[config.mk]
export PLATFORM = sky130hd
export DESIGN_NAME = reorder_buffer
export DESIGN_NICKNAME = d
export VERILOG_FILES = /design/src/rtl/reorder_buffer.sv
export SDC_FILE = /design/constraint.sdc
export NUM_CORES = 2
export LEC_CHECK = 0
export CORE_ASPECT_RATIO = 1.1
export CORE_MARGIN = 2
export CORE_UTILIZATION = 55
export CTS_BUF_LIST = sky130_fd_sc_hd__clkbuf_8
export CTS_CLUSTER_DIAMETER = 40
export DETAILED_ROUTE_END_ITERATION = 12
export PLACE_DENSITY = 0.71
export SLEW_MARGIN = 20
export SYNTH_ARGS = -nofsm -noshare
export SYNTH_HDL_FRONTEND = slang
export SYNTH_SLANG_ARGS = --single-unit
[constraint.sdc]
create_clock -name clk_in -period 4.5 [get_ports clk_in]
set_input_delay 0.9 -clock clk_in [delete_from_list [all_inputs] [get_ports clk_in]]
set_output_delay 0.9 -clock clk_in [all_outputs]
set_load 0.005 [all_outputs]
[src/rtl/reorder_buffer.sv]
// reorder_buffer: circular reorder buffer downstream of the CDB.
// Allocates entries in program order, absorbs RS/LSB result broadcasts by
// index, retires at most one entry per cycle (register write, store release,
// misprediction flush, program exit) and answers dispatcher operand queries.
//
// Optional build macro: ROB_CDB_BYPASS_EN
//   defined   -> operand query also sees same-cycle CDB broadcasts (RS first)
//   undefined -> a broadcast becomes visible to the query one cycle later
//
// Handshake summary: allocation is a one-sided request. An entry is taken
// on a clock edge where DPRoB_en is high, RoBDP_full is low (pre-edge value),
// no flush is being signalled and the program has not halted; otherwise the
// request is silently dropped and the dispatcher must re-present it.
// CDB broadcasts are fire-and-forget and are absorbed only by busy entries.
// rdy_in low freezes every register and forces the pulse outputs low.
module reorder_buffer #(
  parameter int ADDR_WIDTH = 32,
  parameter int REG_WIDTH  = 5,
  parameter int RoB_WIDTH  = 3,
  parameter int RoB_SIZE   = 1 << RoB_WIDTH
) (
  input  logic                  clk_in,
  input  logic                  rst_in,
  input  logic                  rdy_in,

  // dispatcher allocation
  input  logic                  DPRoB_en,
  input  logic [1:0]            DPRoB_type,
  input  logic [REG_WIDTH-1:0]  DPRoB_rd,
  input  logic [ADDR_WIDTH-1:0] DPRoB_pred_pc,
  output logic                  RoBDP_full,
  output logic [RoB_WIDTH-1:0]  RoBDP_tail,

  // dispatcher operand query
  input  logic [RoB_WIDTH-1:0]  DPRoB_Qj,
  output logic                  RoBDP_Qj_ready,
  output logic [31:0]           RoBDP_Vj,

  // CDB result broadcasts
  input  logic                  CDBRoB_RS_en,
  input  logic [RoB_WIDTH-1:0]  CDBRoB_RS_RoB_index,
  input  logic [31:0]           CDBRoB_RS_value,
  input  logic [ADDR_WIDTH-1:0] CDBRoB_RS_next_pc,
  input  logic                  CDBRoB_LSB_en,
  input  logic [RoB_WIDTH-1:0]  CDBRoB_LSB_RoB_index,
  input  logic [31:0]           CDBRoB_LSB_value,

  // commit side
  output logic                  RoBRF_en,
  output logic [REG_WIDTH-1:0]  RoBRF_rd,
  output logic [31:0]           RoBRF_value,
  output logic [RoB_WIDTH-1:0]  RoBRF_RoB_index,
  output logic                  RoBLSB_commit_en,
  output logic [RoB_WIDTH-1:0]  RoBLSB_commit_index,
  output logic                  RoB_flush_en,
  output logic [ADDR_WIDTH-1:0] RoBIF_new_pc,
  output logic                  RoB_halt
);

  localparam logic [1:0] T_REG    = 2'b00;
  localparam logic [1:0] T_STORE  = 2'b01;
  localparam logic [1:0] T_BRANCH = 2'b10;
  localparam logic [1:0] T_EXIT   = 2'b11;

  localparam logic [RoB_WIDTH:0] FULL_COUNT = (RoB_WIDTH+1)'(RoB_SIZE);

  // entry storage
  logic [RoB_SIZE-1:0]   busy_q, busy_d;
  logic [RoB_SIZE-1:0]   ready_q, ready_d;
  logic [1:0]            type_q    [RoB_SIZE];
  logic [1:0]            type_d    [RoB_SIZE];
  logic [REG_WIDTH-1:0]  rd_q      [RoB_SIZE];
  logic [REG_WIDTH-1:0]  rd_d      [RoB_SIZE];
  logic [31:0]           value_q   [RoB_SIZE];
  logic [31:0]           value_d   [RoB_SIZE];
  logic [ADDR_WIDTH-1:0] pred_pc_q [RoB_SIZE];
  logic [ADDR_WIDTH-1:0] pred_pc_d [RoB_SIZE];
  logic [ADDR_WIDTH-1:0] next_pc_q [RoB_SIZE];
  logic [ADDR_WIDTH-1:0] next_pc_d [RoB_SIZE];

  // queue pointers and program state
  logic [RoB_WIDTH-1:0]  head_q, head_d;
  logic [RoB_WIDTH-1:0]  tail_q, tail_d;
  logic [RoB_WIDTH:0]    count_q, count_d;
  logic                  halt_q, halt_d;

  // registered commit outputs
  logic                  rf_en_q, rf_en_d;
  logic [REG_WIDTH-1:0]  rf_rd_q, rf_rd_d;
  logic [31:0]           rf_value_q, rf_value_d;
  logic [RoB_WIDTH-1:0]  rf_idx_q, rf_idx_d;
  logic                  lsb_en_q, lsb_en_d;
  logic [RoB_WIDTH-1:0]  lsb_idx_q, lsb_idx_d;
  logic                  flush_q, flush_d;
  logic [ADDR_WIDTH-1:0] new_pc_q, new_pc_d;

  logic                  full;
  logic                  do_alloc;
  logic                  do_commit;

  // Allocation/commit qualifiers; nothing moves during a flush cycle or after exit
  always_comb begin
    full      = (count_q == FULL_COUNT);
    do_alloc  = DPRoB_en && !full && !halt_q && !flush_q;
    do_commit = busy_q[head_q] && ready_q[head_q] && !halt_q && !flush_q;
  end

  // Next-state for entries, pointers and registered commit outputs
  always_comb begin
    busy_d     = busy_q;
    ready_d    = ready_q;
    type_d     = type_q;
    rd_d       = rd_q;
    value_d    = value_q;
    pred_pc_d  = pred_pc_q;
    next_pc_d  = next_pc_q;
    head_d     = head_q;
    tail_d     = tail_q;
    count_d    = count_q;
    halt_d     = halt_q;
    rf_en_d    = 1'b0;
    rf_rd_d    = rf_rd_q;
    rf_value_d = rf_value_q;
    rf_idx_d   = rf_idx_q;
    lsb_en_d   = 1'b0;
    lsb_idx_d  = lsb_idx_q;
    flush_d    = 1'b0;
    new_pc_d   = new_pc_q;

    if (flush_q) begin
      // Misprediction recovery: drop every in-flight entry and restart at 0.
      busy_d  = '0;
      ready_d = '0;
      head_d  = '0;
      tail_d  = '0;
      count_d = '0;
    end else begin
      // LSB first so that an RS write to the same index overrides it.
      if (CDBRoB_LSB_en && busy_q[CDBRoB_LSB_RoB_index]) begin
        ready_d[CDBRoB_LSB_RoB_index] = 1'b1;
        value_d[CDBRoB_LSB_RoB_index] = CDBRoB_LSB_value;
      end
      if (CDBRoB_RS_en && busy_q[CDBRoB_RS_RoB_index]) begin
        ready_d[CDBRoB_RS_RoB_index]   = 1'b1;
        value_d[CDBRoB_RS_RoB_index]   = CDBRoB_RS_value;
        next_pc_d[CDBRoB_RS_RoB_index] = CDBRoB_RS_next_pc;
      end

      if (do_commit) begin
        busy_d[head_q]  = 1'b0;
        ready_d[head_q] = 1'b0;
        head_d          = head_q + 1'b1;
        case (type_q[head_q])
          T_REG: begin
            rf_en_d    = 1'b1;
            rf_rd_d    = rd_q[head_q];
            rf_value_d = value_q[head_q];
            rf_idx_d   = head_q;
          end
          T_STORE: begin
            lsb_en_d  = 1'b1;
            lsb_idx_d = head_q;
          end
          T_BRANCH: begin
            if (rd_q[head_q] != '0) begin
              rf_en_d    = 1'b1;
              rf_rd_d    = rd_q[head_q];
              rf_value_d = value_q[head_q];
              rf_idx_d   = head_q;
            end
            if (next_pc_q[head_q] != pred_pc_q[head_q]) begin
              flush_d  = 1'b1;
              new_pc_d = next_pc_q[head_q];
            end
          end
          default: begin
            halt_d = 1'b1;
          end
        endcase
      end

      // Tail slot is never busy while not full, so it cannot collide with
      // a CDB write or the commit above.
      if (do_alloc) begin
        busy_d[tail_q]    = 1'b1;
        ready_d[tail_q]   = (DPRoB_type == T_EXIT);
        type_d[tail_q]    = DPRoB_type;
        rd_d[tail_q]      = DPRoB_rd;
        pred_pc_d[tail_q] = DPRoB_pred_pc;
        value_d[tail_q]   = '0;
        next_pc_d[tail_q] = '0;
        tail_d            = tail_q + 1'b1;
      end

      count_d = count_q + (RoB_WIDTH+1)'(do_alloc) - (RoB_WIDTH+1)'(do_commit);
    end
  end

  // State registers: synchronous active-low reset, frozen while rdy_in is low
  always_ff @(posedge clk_in) begin
    if (!rst_in) begin
      busy_q     <= '0;
      ready_q    <= '0;
      for (int i = 0; i < RoB_SIZE; i++) begin
        type_q[i]    <= '0;
        rd_q[i]      <= '0;
        value_q[i]   <= '0;
        pred_pc_q[i] <= '0;
        next_pc_q[i] <= '0;
      end
      head_q     <= '0;
      tail_q     <= '0;
      count_q    <= '0;
      halt_q     <= 1'b0;
      rf_en_q    <= 1'b0;
      rf_rd_q    <= '0;
      rf_value_q <= '0;
      rf_idx_q   <= '0;
      lsb_en_q   <= 1'b0;
      lsb_idx_q  <= '0;
      flush_q    <= 1'b0;
      new_pc_q   <= '0;
    end else if (rdy_in) begin
      busy_q     <= busy_d;
      ready_q    <= ready_d;
      type_q     <= type_d;
      rd_q       <= rd_d;
      value_q    <= value_d;
      pred_pc_q  <= pred_pc_d;
      next_pc_q  <= next_pc_d;
      head_q     <= head_d;
      tail_q     <= tail_d;
      count_q    <= count_d;
      halt_q     <= halt_d;
      rf_en_q    <= rf_en_d;
      rf_rd_q    <= rf_rd_d;
      rf_value_q <= rf_value_d;
      rf_idx_q   <= rf_idx_d;
      lsb_en_q   <= lsb_en_d;
      lsb_idx_q  <= lsb_idx_d;
      flush_q    <= flush_d;
      new_pc_q   <= new_pc_d;
    end
  end

  // Operand query, optionally forwarding same-cycle broadcasts
  always_comb begin
    RoBDP_Qj_ready = busy_q[DPRoB_Qj] && ready_q[DPRoB_Qj];
    RoBDP_Vj       = value_q[DPRoB_Qj];
`ifdef ROB_CDB_BYPASS_EN
    if (!flush_q && busy_q[DPRoB_Qj]) begin
      if (CDBRoB_RS_en && (CDBRoB_RS_RoB_index == DPRoB_Qj)) begin
        RoBDP_Qj_ready = 1'b1;
        RoBDP_Vj       = CDBRoB_RS_value;
      end else if (CDBRoB_LSB_en && (CDBRoB_LSB_RoB_index == DPRoB_Qj)) begin
        RoBDP_Qj_ready = 1'b1;
        RoBDP_Vj       = CDBRoB_LSB_value;
      end
    end
`endif
  end

  // Output drive; pulses are masked while the pipeline is frozen
  always_comb begin
    RoBDP_full          = full;
    RoBDP_tail          = tail_q;
    RoBRF_en            = rf_en_q && rdy_in;
    RoBRF_rd            = rf_rd_q;
    RoBRF_value         = rf_value_q;
    RoBRF_RoB_index     = rf_idx_q;
    RoBLSB_commit_en    = lsb_en_q && rdy_in;
    RoBLSB_commit_index = lsb_idx_q;
    RoB_flush_en        = flush_q && rdy_in;
    RoBIF_new_pc        = new_pc_q;
    RoB_halt            = halt_q;
  end

endmodule
Word-level counts from Yosys, hierarchy flattened
Cells that the tools add are included.
{"block": "word_totals", "ff_bits": 929, "inputBits": 150, "output_inout_bits": 116, "word_cells": 230}
{"block": "classes", "n_addsub": 4, "order_cmp": 17, "eq_ne": 6, "n_mux": 97, "n_bitwise": 16, "reduce_logical": 36}
{"operator": "$mux 256", "n": 8}
{"operator": "$bwmux 256", "n": 4}
{"operator": "$and 256x256->256", "n": 2}
{"operator": "$bmux 32 s3", "n": 4}
{"operator": "$mux 32", "n": 12}
{"operator": "$demux 32 s3", "n": 3}
{"operator": "$not 256->256", "n": 1}
{"operator": "$mux 8", "n": 12}
{"operator": "$pmux 32 s2", "n": 1}
{"operator": "$bwmux 40", "n": 1}
{"operator": "$ne 32x32->1", "n": 1}
{"operator": "$or 8x8->8", "n": 3}
{"operator": "$ge 4x4->1 const B", "n": 5}
{"operator": "$lt 3x4->1 const B", "n": 5}
{"operator": "$mux 1", "n": 20}
{"operator": "$mux 5", "n": 4}
{"operator": "$not 3->4", "n": 5}
{"operator": "$logic_and 1x1->1", "n": 19}
{"operator": "$bmux 1 s3", "n": 6}
{"operator": "$and 8x8->8", "n": 2}
{"operator": "$bwmux 16", "n": 1}
{"operator": "$bmux 5 s3", "n": 1}
{"operator": "$demux 5 s3", "n": 1}
{"operator": "$mux 3", "n": 5}
{"operator": "other kinds (29)", "n": 50}

Logic depth before layout (Yosys ltp)
{"block": "depth", "word_depth": 16, "ltp_mapped": 15}

Least setup slack after synthesis
No wires, ideal clock.
{"block": "synth_path", "kind": "input to output", "start": "input port DPRoB_Qj[0]", "end": "output port RoBDP_Vj[12]", "arrival_ns": 2.566, "required_time_ns": 3.600, "setup_slack_ns": 1.034, "stages": 4, "n_path_buf": 2, "cell_sequence": "clkbuf_1 buf_1 mux4_2 mux2_2"}
{"block": "synth_between", "elab_chain_cells": 4}
{"item": "start: declaration", "line": "35", "rtl": "input logic [RoB_WIDTH-1:0] DPRoB_Qj,"}
{"item": "$not 3->4 (not written as such)", "line": "249", "rtl": "RoBDP_Vj = value_q[DPRoB_Qj];"}
{"item": "$bmux 32 s3", "line": "249"}
{"item": "$mux 32 (not written as such) (2 in a row)", "line": "249"}
{"item": "end: declaration", "line": "37", "rtl": "output logic [31:0] RoBDP_Vj,"}
No other way between the ends. The select of a mux whose other input is x is not followed.

Final worst setup path
{"block": "layout_path", "start": "register head_q[0]", "end": "register new_pc_q[2], in the netlist RoBIF_new_pc[2]"}
{"block": "layout_between", "elab_chain_cells": 6, "elab_cells_between_ends": 20, "classes_between": "2 x eq/ne; 13 x mux; 1 x bitwise; 4 x reduce/logical"}
{"item": "start: declaration", "line": "82", "rtl": "logic [RoB_WIDTH-1:0] head_q, head_d;"}
{"item": "start signal: assignment", "line": "211", "rtl": "head_q <= '0;"}
{"item": "start signal: assignment", "line": "231", "rtl": "head_q <= head_d;"}
{"item": "$not 3->4 (not written as such) / $bmux 1 s3 (equally long branches)"}
{"item": "$bmux 32 s3, or another cell as far along", "line": "171, 173"}
{"item": "$mux 32 (not written as such), or another cell as far along (2 in a row)", "line": "171, 173"}
{"item": "$ne 32x32->1, or another cell as far along", "line": "171", "rtl": "if (next_pc_q[head_q] != pred_pc_q[head_q]) begin"}
{"item": "$reduce_and 5->1 (no line)"}
{"item": "end signal: assignment", "line": "242", "rtl": "new_pc_q <= new_pc_d;"}
{"item": "end: declaration", "line": "95", "rtl": "logic [ADDR_WIDTH-1:0] new_pc_q, new_pc_d;"}
Several ways; a longest one is shown, not always the timed one. The select of a mux whose other input is x is not followed.
A chain may end at the register's enable or synchronous reset.

==> flow_summary_export.csv <==
group,metric,value,unit
clocking,ctsResizeCount,0,
die,die_width,282,um
detailed_routing,viasPerCell,6.46,
yosys,ys_seq_area_frac,0.397,
clocking,cts_tree,"built",
sta,finalSetupViolCount,0,
clocking,cts_made_buffers,159,
cells_and_area,fin_util,0.629,
die,ios,266,
die,die_y,310,um
yosys,ys_warn_count,0,
global_route,grt_util_met3,0.0728,
clocking,h-tree-depth,4,
yosys,synth_edf_count,0,
sta,rsz0062_at_grt,"false",
cells_and_area,nNetsFinal,5451,
place,hpwlAfterDp,96.7,mm
global_route,grt_max_degree,111,
critical_path,worst_ep_required_time,5.17,ns
detailed_routing,vias,42467,
cells_and_area,final_common_cell,"nand2_1",
die,coreArea,0.0846,mm2
hold_path,hold_class,"reg2reg",
place,dp_cells,6270,
detailed_routing,firstDrtPassIters,6,
clocking,postCtsHoldBufs,0,
die,dieArea,0.0876,mm2
clocking,path_clk_slew,0.06,ns
sta,worst_pin_slew,1.02,ns
place,portBuffers,265,
critical_path,cp-end-kind,"register",
sta,finalMaxSlewViolations,0,
detailed_routing,drc,0,
sta,finalSetupTns,0,ns
cells_and_area,n_fill_cell,7247,
sta,skew,0.0308,ns
sta,fin_hold_ws,0.444,ns
critical_path,startpoint_type,"register",
clocking,clock_sinks,929,
place,gp_congestion,0.903,
cells_and_area,drive_gt1_frac,0.135,
yosys,ys_dominant_reg_cell,"dfxtp_1",
pwr,p_leak,18.3,nW
pwr,peakVddDrop,0.380,mV
sta,hold_violations,0,
status,outcome,"completed",
sta,max-slew-margin-rel,0.321,
sta,period_share,0.923,
yosys,avgSynthCellArea,8.77,um2
clocking,root_buffer,"clkbuf_8",
detailed_routing,totalWireLength,163,mm
yosys,synth_area,0.0469,mm2
critical_path,worstSetupPathType,"reg2reg",
global_route,overflow,0,
yosys,async_flop_share,0,
global_route,antenna_found_initial,16,
detailed_routing,drt_iter0_drc,5287,
cells_and_area,layout_common_cells,"nand2_1, dfxtp_1, nor2_1, a22oi_1, a21oi_1",
cells_and_area,fin_cells,6569,
critical_path,cp_max_fo,60,
yosys,synthCells,5346,
detailed_routing,routedWlPerCell,24.8,um
sta,fin_ws,0.347,ns
global_route,grt_pass1_vias,40121,
place,pre_cts_ws,0.428,ns
global_route,use_met2,0.573,
cells_and_area,area_growth,13.6,%
sta,fin_crit,4.15,ns
global_route,use_met1,0.462,
sta,clock.fmax,0.241,GHz
flow_run,maxCapViolCount,0,
yosys,yosysUniqueCellTypes,75,
clocking,insertion_delay,0.85,ns
clocking,cts_max_path_buffers,3,
global_route,busiest_layer,"met2",
die,fp-row-count,112,
critical_path,crit_arrival,4.83,ns
global_route,grt_first_pass_wirelength,245,mm
pwr,power_density,333,mW/mm2
yosys,synth_seq_cells,929,
clocking,cts_setup_buffers,0,
yosys,syn_nets,5504,
detailed_routing,ant_nets,0,
global_route,groute.usage.overall,0.365,
die,start_util,0.554,
-- sequential cells by signal (all words and copies together) (netlist names), 4 cells and up --
signal        count
RoBRF_rd          5
next_pc_q       256
count_q           4
busy_q            8
RoBIF_new_pc     32
type_q           16
RoBRF_value      32
ready_q           8
pred_pc_q       256
rd_q             40
value_q         256
-- kinds of logic (layout without fill, tap and decap cells) --
| family | count (synthesis) | count (layout) | synth area share |
|---|---|---|---|
| fa+ha+maj | 8 | 8 | 0.00230 |
| other cells | 0 | 12 | 0 |
| simple gates | 1743 | 1743 | 0.148 |
| flops | 929 | 929 | 0.397 |
| xor+xnor | 59 | 59 | 0.0110 |
| compound gates | 1420 | 1420 | 0.202 |
| buf+inv | 640 | 711 | 0.0664 |
| mux | 547 | 547 | 0.174 |
-- layout make-up --
cell class	instances	area, um2	area share
antenna	12	30.0	0.000564
clock buffer	199	2740	0.0514
clock inverter	86	651	0.0122
inverter	13	56.3	0.00106
multi-input combinational	3777	25500	0.479
sequential	929	18600	0.350
tap	1140	1430	0.0268
timing repair buffer	413	4220	0.0792
-- metrics by stage --
| step | total power, mW | cell area (um2) |
|---|---|---|
| 2_1_floorplan | 9.24 | 46900 |
| 3_5_place_dp | 9.65 | 49800 |
| 3_3_place_gp | 9.64 | 49800 |
| 4_1_cts | 17.7 | 53200 |
| 5_1_grt | 18.2 | 53200 |
| 6_report | 17.7 | 53200 |
-- routing by layer --
layer  part of all wire  vias to the layer above
li1                   -                    18960
met1               0.37                    20301
met2               0.46                     2589
met3               0.10                      607
met4              0.063                       10
met5            0.00036                        -
-- cell usage after synthesis, types with 33 or more instances --
cell	number	area [um2]
nand2_1	1003	3760
dfxtp_1	929	18600
nor2_1	607	2280
a22oi_1	449	3370
a21oi_1	432	2160
clkbuf_1	405	1520
mux2i_1	313	3130
o21ai_0	190	951
mux4_2	172	3870
buf_4	87	653
a221oi_1	65	569
a22o_1	63	552
o21ai_1	58	290
buf_2	45	225
a211oi_1	34	255
a311oi_1	34	298
xor2_1	34	298
buf_1	33	124
-- final timing paths --
kind         cells after the start  slack, ns           start               to
min reg2reg                      2       0.44  pred_pc_q[146]   pred_pc_q[146]
max                             11       0.35       head_q[0]  RoBIF_new_pc[2]
max reg2reg                     11       0.35       head_q[0]  RoBIF_new_pc[2]
min                              2       0.44  pred_pc_q[146]   pred_pc_q[146]
-- worst max-delay path, cell delays in order (launching register included) --
cell       delay, ns
dfxtp_4         0.83
buf_4           0.32
buf_4           0.21
mux4_2          0.63
xor2_1          0.20
nor4_1          0.48
nand3_1         0.16
o31ai_2         0.13
o2111ai_4       0.16
buf_4           0.42
a21oi_2         0.28
a311oi_2        0.07
-- where the power goes --
group	internal, mW	switching, mW
Combinational	0.367	0.821
Sequential	8.27	0.0391
Clock	4.51	3.69
Total	13.2	4.55
Note: power is estimated with default switching activity, not from simulation.
